==> src/rtl/vram_arbiter_pkg.sv <==
// Shared definitions for the screen RAM arbiter: grant encoding and default bus widths.
// No logic of its own; pure types and constants.
// Backpressure: not applicable.
package vram_arbiter_pkg;

  localparam int ADDR_W_DEF = 16;
  localparam int DATA_W_DEF = 8;

  typedef logic [1:0] grant_t;

  // Which source owns the RAM port this cycle.
  localparam grant_t GNT_IDLE = 2'd0;
  localparam grant_t GNT_DISP = 2'd1;
  localparam grant_t GNT_HRD  = 2'd2;
  localparam grant_t GNT_HWR  = 2'd3;

endpackage

==> src/rtl/vram_wfifo.sv <==
// Synchronous FIFO holding buffered host writes (packed address+data payload).
// Latency: a pushed entry is visible at the head on the following cycle; head is combinational.
// Backpressure: full blocks pushes and empty blocks pops; simultaneous push/pop is legal at any fill level.
module vram_wfifo #(
  parameter int W     = 24,
  parameter int DEPTH = 4
) (
  input  logic                       clk,
  input  logic                       rst_n,
  input  logic                       push,
  input  logic [W-1:0]               push_dat,
  input  logic                       pop,
  output logic [W-1:0]               pop_dat,
  output logic                       full,
  output logic                       empty,
  output logic [$clog2(DEPTH):0]     count
);

  localparam int AW = $clog2(DEPTH);

  logic [W-1:0]  mem [DEPTH];
  logic [AW-1:0] wr_ptr;
  logic [AW-1:0] rd_ptr;
  logic          do_push;
  logic          do_pop;

  assign do_push = push & ~full;
  assign do_pop  = pop & ~empty;
  assign full    = (count == (AW+1)'(DEPTH));
  assign empty   = (count == '0);
  assign pop_dat = mem[rd_ptr];

  // Pointer and occupancy bookkeeping; pointers wrap naturally since DEPTH is a power of two.
  always_ff @(posedge clk or negedge rst_n) begin
    if (!rst_n) begin
      wr_ptr <= '0;
      rd_ptr <= '0;
      count  <= '0;
    end else begin
      if (do_push) wr_ptr <= wr_ptr + 1'b1;
      if (do_pop)  rd_ptr <= rd_ptr + 1'b1;
      case ({do_push, do_pop})
        2'b10:   count <= count + 1'b1;
        2'b01:   count <= count - 1'b1;
        default: count <= count;
      endcase
    end
  end

  // Payload storage needs no reset: contents are only observed through valid occupancy.
  always_ff @(posedge clk) begin
    if (do_push) mem[wr_ptr] <= push_dat;
  end

endmodule

==> src/rtl/vram_arbiter.sv <==
// Arbitrates the single-port screen RAM between display fetches (always first) and host reads/writes.
// Latency: read data valid 2 cycles after the granted request cycle; display fetches fully pipelined.
// Backpressure: host writes stall on a full FIFO (host_wr_ready=0); host reads stall while one is outstanding.
module vram_arbiter
  import vram_arbiter_pkg::*;
#(
  parameter int ADDR_W       = ADDR_W_DEF,
  parameter int DATA_W       = DATA_W_DEF,
  parameter int WFIFO_DEPTH  = 4,
  parameter int STARVE_LIMIT = 800
) (
  input  logic              clk,
  input  logic              rst_n,
  input  logic              disp_req,
  input  logic [ADDR_W-1:0] disp_addr,
  output logic              disp_rvalid,
  output logic [DATA_W-1:0] disp_rdata,
  input  logic              host_wr_valid,
  output logic              host_wr_ready,
  input  logic [ADDR_W-1:0] host_wr_addr,
  input  logic [DATA_W-1:0] host_wr_data,
  input  logic              host_rd_req,
  input  logic [ADDR_W-1:0] host_rd_addr,
  output logic              host_rd_busy,
  output logic              host_rd_valid,
  output logic [DATA_W-1:0] host_rd_data,
  input  logic              starve_clr,
  output logic              starve_flag,
  output logic [ADDR_W-1:0] ram_addr,
  output logic [DATA_W-1:0] ram_wdata,
  output logic              ram_we,
  input  logic [DATA_W-1:0] ram_rdata
);

  localparam int CW = $clog2(WFIFO_DEPTH) + 1;
  localparam int SW = $clog2(STARVE_LIMIT);

  grant_t                   grant;
  grant_t                   tag_q;
  logic                     fifo_full;
  logic                     fifo_empty;
  logic [CW-1:0]            fifo_count;
  logic [ADDR_W+DATA_W-1:0] fifo_head;
  logic [ADDR_W-1:0]        head_addr;
  logic [DATA_W-1:0]        head_data;
  logic                     wr_push;
  logic                     wr_pop;

  logic                     rd_busy_q;
  logic                     rd_issued_q;
  logic [ADDR_W-1:0]        rd_addr_q;
  logic [CW-1:0]            rd_ahead_q;
  logic                     rd_accept;
  logic                     hrd_elig;

  logic [SW-1:0]            starve_cnt_q;
  logic                     host_pending;
  logic                     host_denied;
  logic                     starve_hit;

  assign host_wr_ready = ~fifo_full;
  assign wr_push       = host_wr_valid & host_wr_ready;
  assign wr_pop        = (grant == GNT_HWR);
  assign head_addr     = fifo_head[ADDR_W+DATA_W-1:DATA_W];
  assign head_data     = fifo_head[DATA_W-1:0];

  // A read waits until every write accepted before it has reached the RAM.
  assign rd_accept    = host_rd_req & ~rd_busy_q;
  assign hrd_elig     = rd_busy_q & ~rd_issued_q & (rd_ahead_q == '0);
  assign host_rd_busy = rd_busy_q;

  assign host_pending = ~fifo_empty | hrd_elig;
  assign host_denied  = host_pending & (grant == GNT_DISP);
  assign starve_hit   = host_denied & (starve_cnt_q == SW'(STARVE_LIMIT - 1));

  vram_wfifo #(
    .W     (ADDR_W + DATA_W),
    .DEPTH (WFIFO_DEPTH)
  ) u_wfifo (
    .clk      (clk),
    .rst_n    (rst_n),
    .push     (wr_push),
    .push_dat ({host_wr_addr, host_wr_data}),
    .pop      (wr_pop),
    .pop_dat  (fifo_head),
    .full     (fifo_full),
    .empty    (fifo_empty),
    .count    (fifo_count)
  );

  // Strict-priority grant: display, then an ordered host read, then buffered writes.
  always_comb begin
    grant = GNT_IDLE;
    if (disp_req)         grant = GNT_DISP;
    else if (hrd_elig)    grant = GNT_HRD;
    else if (!fifo_empty) grant = GNT_HWR;
  end

  // Steer the RAM port from the granted source; only a host write ever raises ram_we.
  always_comb begin
    ram_addr  = '0;
    ram_wdata = '0;
    ram_we    = 1'b0;
    case (grant)
      GNT_DISP: ram_addr = disp_addr;
      GNT_HRD:  ram_addr = rd_addr_q;
      GNT_HWR: begin
        ram_addr  = head_addr;
        ram_wdata = head_data;
        ram_we    = 1'b1;
      end
      default: ram_addr = '0;
    endcase
  end

  // Tag pipe: remember who issued the read so returning RAM data is routed to the right owner.
  always_ff @(posedge clk or negedge rst_n) begin
    if (!rst_n) begin
      tag_q         <= GNT_IDLE;
      disp_rvalid   <= 1'b0;
      disp_rdata    <= '0;
      host_rd_valid <= 1'b0;
      host_rd_data  <= '0;
    end else begin
      tag_q         <= grant;
      disp_rvalid   <= (tag_q == GNT_DISP);
      host_rd_valid <= (tag_q == GNT_HRD);
      if (tag_q == GNT_DISP) disp_rdata   <= ram_rdata;
      if (tag_q == GNT_HRD)  host_rd_data <= ram_rdata;
    end
  end

  // Outstanding host read: capture on accept, mark issued on grant, retire with the valid pulse.
  always_ff @(posedge clk or negedge rst_n) begin
    if (!rst_n) begin
      rd_busy_q   <= 1'b0;
      rd_issued_q <= 1'b0;
      rd_addr_q   <= '0;
    end else if (rd_accept) begin
      rd_busy_q   <= 1'b1;
      rd_issued_q <= 1'b0;
      rd_addr_q   <= host_rd_addr;
    end else begin
      if (grant == GNT_HRD) rd_issued_q <= 1'b1;
      if (host_rd_valid)    rd_busy_q   <= 1'b0;
    end
  end

  // Number of older writes still queued ahead of the outstanding read.
  always_ff @(posedge clk or negedge rst_n) begin
    if (!rst_n) begin
      rd_ahead_q <= '0;
    end else if (rd_accept) begin
      rd_ahead_q <= fifo_count - CW'(wr_pop);
    end else if (wr_pop && rd_ahead_q != '0) begin
      rd_ahead_q <= rd_ahead_q - 1'b1;
    end
  end

  // Starvation watch: count consecutive cycles the display blocks pending host work.
  always_ff @(posedge clk or negedge rst_n) begin
    if (!rst_n) begin
      starve_cnt_q <= '0;
      starve_flag  <= 1'b0;
    end else begin
      if (host_denied) begin
        if (!starve_hit) starve_cnt_q <= starve_cnt_q + 1'b1;
      end else begin
        starve_cnt_q <= '0;
      end
      if (starve_clr)      starve_flag <= 1'b0;
      else if (starve_hit) starve_flag <= 1'b1;
    end
  end

endmodule

==> config.mk <==
export PLATFORM = sky130hd
export DESIGN_NAME = vram_arbiter
export DESIGN_NICKNAME = d
export VERILOG_FILES = /design/src/rtl/vram_arbiter_pkg.sv /design/src/rtl/vram_wfifo.sv /design/src/rtl/vram_arbiter.sv
export SDC_FILE = /design/constraint.sdc
export NUM_CORES = 1
export LEC_CHECK = 0
export BUFFER_PORTS_ARGS = -buffer_cell sky130_fd_sc_hd__buf_2
export CORE_ASPECT_RATIO = 2
export CORE_UTILIZATION = 60
export DETAILED_ROUTE_END_ITERATION = 16
export PLACE_DENSITY_LB_ADDON = 0.05
export SLEW_MARGIN = 20
export SYNTH_ARGS = -nofsm -noshare
export SYNTH_HDL_FRONTEND = slang
export SYNTH_HIERARCHICAL = 1
export SYNTH_SLANG_ARGS = --single-unit
==> constraint.sdc <==
create_clock -name clk -period 6 [get_ports clk]
set_input_delay 1.2 -clock clk [delete_from_list [all_inputs] [get_ports clk]]
set_output_delay 1.2 -clock clk [all_outputs]
set_load 0.005 [all_outputs]
==> results.sh <==
export IMPL_power_density_nw_per_um2=495
export IMPL_grt_setup_unrepaired="false"
export IMPL_first_global_vias=4000
export IMPL_async_flop_share=0.381
export IMPL_start_util=0.620
export IMPL_yosys_mux_area_fraction=0.148
export IMPL_critical_path_top_delay_family="simple AND/OR/NAND/NOR gates"
export IMPL_clkSlewWorstSetupHoldPaths_ns=0.06
export IMPL_cp_startpoint="rd_ahead_q[0]"
export IMPL_critical_path_max_stage_delay_ns=0.63
export IMPL_final_hold_worst_slack_ns=0.446
export IMPL_worst_hold_path_type="reg -> reg"
export IMPL_boundaryPins=116
export IMPL_antenna_cells_inserted=0
export IMPL_die_width_um=76.1
export IMPL_post_synthesis_share_of_cell_area_spent_on_full_adders_half_adders_and_majority_gates=0.0201
export IMPL_critical_path_arrival_ns=2.65
export IMPL_cpMaxStageDelayCell="sky130_fd_sc_hd__nor4bb_4"
export IMPL_timing_final_crit_share=0.642
export IMPL_die_height_um=150
export IMPL_finalClockSkew_ns=0.0104
export IMPL_most_common_layout_cells="115 x sky130_fd_sc_hd__buf_2, 96 x sky130_fd_sc_hd__edfxtp_1, 57 x sky130_fd_sc_hd__dfrtp_1"
export IMPL_post_dp_hpwl_um=8100
export IMPL_final_hold_violation_count=0
export IMPL_syn_mean_instance_area_um2=15.8
export IMPL_layout_nets=616
export IMPL_tritoncts_buffer_count=17
export IMPL_first_pass_grt_wire_length_um=19700
export IMPL_htree_levels=4
export IMPL_fin_total_pwr_uw=3910
export IMPL_timing_setup_critical_path_class="reg -> out"
export IMPL_grt_max_degree=60
export IMPL_layout_drive_gt1_share=0.398
export IMPL_synth_xor_area_frac=0.0200
export IMPL_max_freq_mhz=260
export IMPL_edff_count_synth=96
export IMPL_synthesis_to_layout_area_growth_pct=19.9
export IMPL_post_synth_and_or_nand_nor_area_fraction=0.0823
export IMPL_pre_cts_slack_ns=2.54
export IMPL_setup_viol=0
export IMPL_critical_path_reg2reg_startpoint="rd_ahead_q[0]"
export IMPL_globalRouteOverflowTotal=0
export IMPL_synthesis_yosys_warnings=6
export IMPL_synth_seq_cells=155
export IMPL_max_slew_headroom=0.400
export IMPL_num_vias=3890
export IMPL_critPathCapture="ram_addr[8]"
export IMPL_core_area_um2=10600
export IMPL_min_period_ns=3.85
export IMPL_regToRegEndpoint="u_wfifo/count[1]"
export IMPL_critPathCaptureType="output port"
export IMPL_cts_resized_gates=0
export IMPL_cp_num_cells=8
export IMPL_route_detailed_vias_per_inst=5.68
export IMPL_cts_hold_buffers=0
export IMPL_finalCoreUtilization=0.744
export IMPL_cp_data_required_time_ns=4.80
export IMPL_detailedRoute_firstIterationViolations=136
export IMPL_timing_setup_tns_ns=0
export IMPL_post_drt_wl_per_cell_um=18.2
export IMPL_cts_root_buffer_cell="sky130_fd_sc_hd__clkbuf_16"
export IMPL_yosys_cell_types_count=44
export IMPL_crit_path_start_kind="flop"
export IMPL_layout_filler_cells=698
export IMPL_antenna_left=0
export IMPL_status="finished, final reports clean"
export IMPL_syn_cell_area_um2=6580
export IMPL_tritoncts_clock_tree="yes"
export IMPL_report_final_slew_viol_count=0
export IMPL_totalWireLength_um=12500
export IMPL_leakage_uw=0.00318
export IMPL_post_cts_setup_buffers=0
export IMPL_synth_net_count=496
export IMPL_drt_first_pass_iters=5
export IMPL_clock_tree_buffer_depth=2
export IMPL_maxCapViolations=0
export IMPL_min_from="host_rd_valid"
export IMPL_synthCells=416
export IMPL_grtUsageTotal=0.237
export IMPL_dominant_combinational_cell_family_by_area_after_synthesis="multiplexers"
export IMPL_clkLatencyLatePin_ns=0.42
export IMPL_post_route_worst_setup_slack_ns=2.15
export IMPL_critPathMaxFanout=26
export IMPL_grt_antenna_before_repair=0
export IMPL_leading_cell_type_in_the_layout_fill_and_taps_excluded="sky130_fd_sc_hd__buf_2"
export IMPL_ir_drop_mv=0.406
export IMPL_numClockSinks=155
export IMPL_worstMarginPinSlew_ns=0.898
export IMPL_cp_num_buf_inv=3
export IMPL_finalWeightedCongestion=0.722
export IMPL_synth_compound_area_frac=0.0386
export IMPL_sequential_cell_area_fraction_in_the_yosys_report=0.662
export IMPL_regToRegSetupSlack_ns=3.38
export IMPL_buffer_ports_inserted=115
export IMPL_die_area_um2=11400
export IMPL_fp_row_count=53
export IMPL_synth_top_flop_cell="sky130_fd_sc_hd__edfxtp_1"
export IMPL_path_cells="inv_1 -> ha_1 -> nor4bb_4 -> buf_4 -> nor3b_1 -> a21oi_1 -> o21ai_0 -> buf_2"
export IMPL_r2r_cells=9
export IMPL_drcViolationCount=0
## worst min path at each step
stage / to / slack (ns) / depth (start not counted)
final: host_rd_busy / 0.45 / 1
after global routing: host_rd_busy / 0.48 / 1
after CTS: host_rd_busy / 0.45 / 1
after detailed placement: host_rd_busy / 0.43 / 1
after global placement: host_rd_busy / 0.45 / 1
after floorplan: host_rd_busy / 0.44 / 1
## state kept, by name, summed over array words and instances (netlist names)
name and cells:
u_wfifo/rd_ptr 2, rd_addr_q 16, u_wfifo/count 3, tag_q 2
host_rd_busy 1, disp_rdata 8, rd_issued_q 1, u_wfifo/wr_ptr 2
starve_flag 1, starve_cnt_q 10, host_rd_data 8, u_wfifo/mem 96
rd_ahead_q 3, disp_rvalid 1, host_rd_valid 1
## worst reg2reg max path: cells and delay by family, from the launching register on
kind	cells	cell delay (ns)
buffers and inverters	2	0.19
AO/OA/AOI/OAI	2	0.38
adder cells (fa/ha/maj)	3	0.82
AND/OR/NAND/NOR	2	0.78
flip-flops	1	0.35
## logic make-up after synthesis
kind of cell,after synthesis
compound gates,47
xor+xnor,15
fa+ha+maj,10
buf+inv,35
flops,155
mux,61
simple gates,93
## power breakdown
| part | total [uW] | switching (uW) | internal (uW) | leakage [uW] |
|---|---|---|---|---|
| sequential | 1660 | 215 | 1450 | 0.00159 |
| clock | 1120 | 421 | 699 | 0.000300 |
| combinational | 1130 | 526 | 601 | 0.00129 |
| total | 3910 | 1160 | 2750 | 0.00318 |
## per-stage QoR
step / cells / instance area, um^2
finish: 685 / 7900
global route: 685 / 7900
global placement: 654 / 7270
detailed placement: 654 / 7270
CTS: 685 / 7890
floorplan: 416 / 6580
## metal layers
| metal | track usage | vias up | share of wire |
|---|---|---|---|
| met5 | 0 | - | 0 |
| met4 | 0.110 | 0 | 0.018 |
| met3 | 0.0533 | 18 | 0.038 |
| met2 | 0.427 | 118 | 0.56 |
| met1 | 0.266 | 1961 | 0.38 |
| li1 | - | 1793 | - |
## layout make-up
| class | instances | area [um^2] | share of cell area |
|---|---|---|---|
| clock buffers | 18 | 429 | 0.0544 |
| well taps | 137 | 171 | 0.0217 |
| flip-flops and latches | 155 | 4360 | 0.552 |
| multi-input cells | 226 | 2060 | 0.261 |
| repair buffers | 122 | 628 | 0.0796 |
| clock inverters | 13 | 189 | 0.0239 |
| inverters | 14 | 52.6 | 0.00666 |
## Yosys cell counts, types with 2 or more instances
| cell | n | area share |
|---|---|---|
| sky130_fd_sc_hd__a21oi_1 | 22 | 0.017 |
| sky130_fd_sc_hd__a31oi_1 | 2 | 0.0019 |
| sky130_fd_sc_hd__and2_1 | 4 | 0.0038 |
| sky130_fd_sc_hd__and3_1 | 8 | 0.0076 |
| sky130_fd_sc_hd__buf_12 | 2 | 0.0061 |
| sky130_fd_sc_hd__buf_2 | 10 | 0.0076 |
| sky130_fd_sc_hd__clkbuf_1 | 7 | 0.0040 |
| sky130_fd_sc_hd__dfrtp_1 | 59 | 0.22 |
| sky130_fd_sc_hd__edfxtp_1 | 96 | 0.44 |
| sky130_fd_sc_hd__ha_1 | 9 | 0.017 |
| sky130_fd_sc_hd__inv_1 | 14 | 0.0080 |
| sky130_fd_sc_hd__mux2_2 | 34 | 0.058 |
| sky130_fd_sc_hd__mux2i_1 | 3 | 0.0046 |
| sky130_fd_sc_hd__mux4_1 | 6 | 0.024 |
| sky130_fd_sc_hd__mux4_2 | 18 | 0.062 |
| sky130_fd_sc_hd__nand2_1 | 26 | 0.015 |
| sky130_fd_sc_hd__nand2b_1 | 2 | 0.0019 |
| sky130_fd_sc_hd__nand3_1 | 3 | 0.0023 |
| sky130_fd_sc_hd__nor2_1 | 13 | 0.0074 |
| sky130_fd_sc_hd__nor2b_1 | 3 | 0.0029 |
| sky130_fd_sc_hd__nor3_1 | 5 | 0.0038 |
| sky130_fd_sc_hd__nor3b_1 | 16 | 0.018 |
| sky130_fd_sc_hd__nor4_1 | 2 | 0.0019 |
| sky130_fd_sc_hd__o21ai_0 | 18 | 0.014 |
| sky130_fd_sc_hd__o21ai_1 | 2 | 0.0015 |
| sky130_fd_sc_hd__xnor2_1 | 9 | 0.012 |
| sky130_fd_sc_hd__xor2_1 | 6 | 0.0080 |
Power figures use the tool's default switching activity.
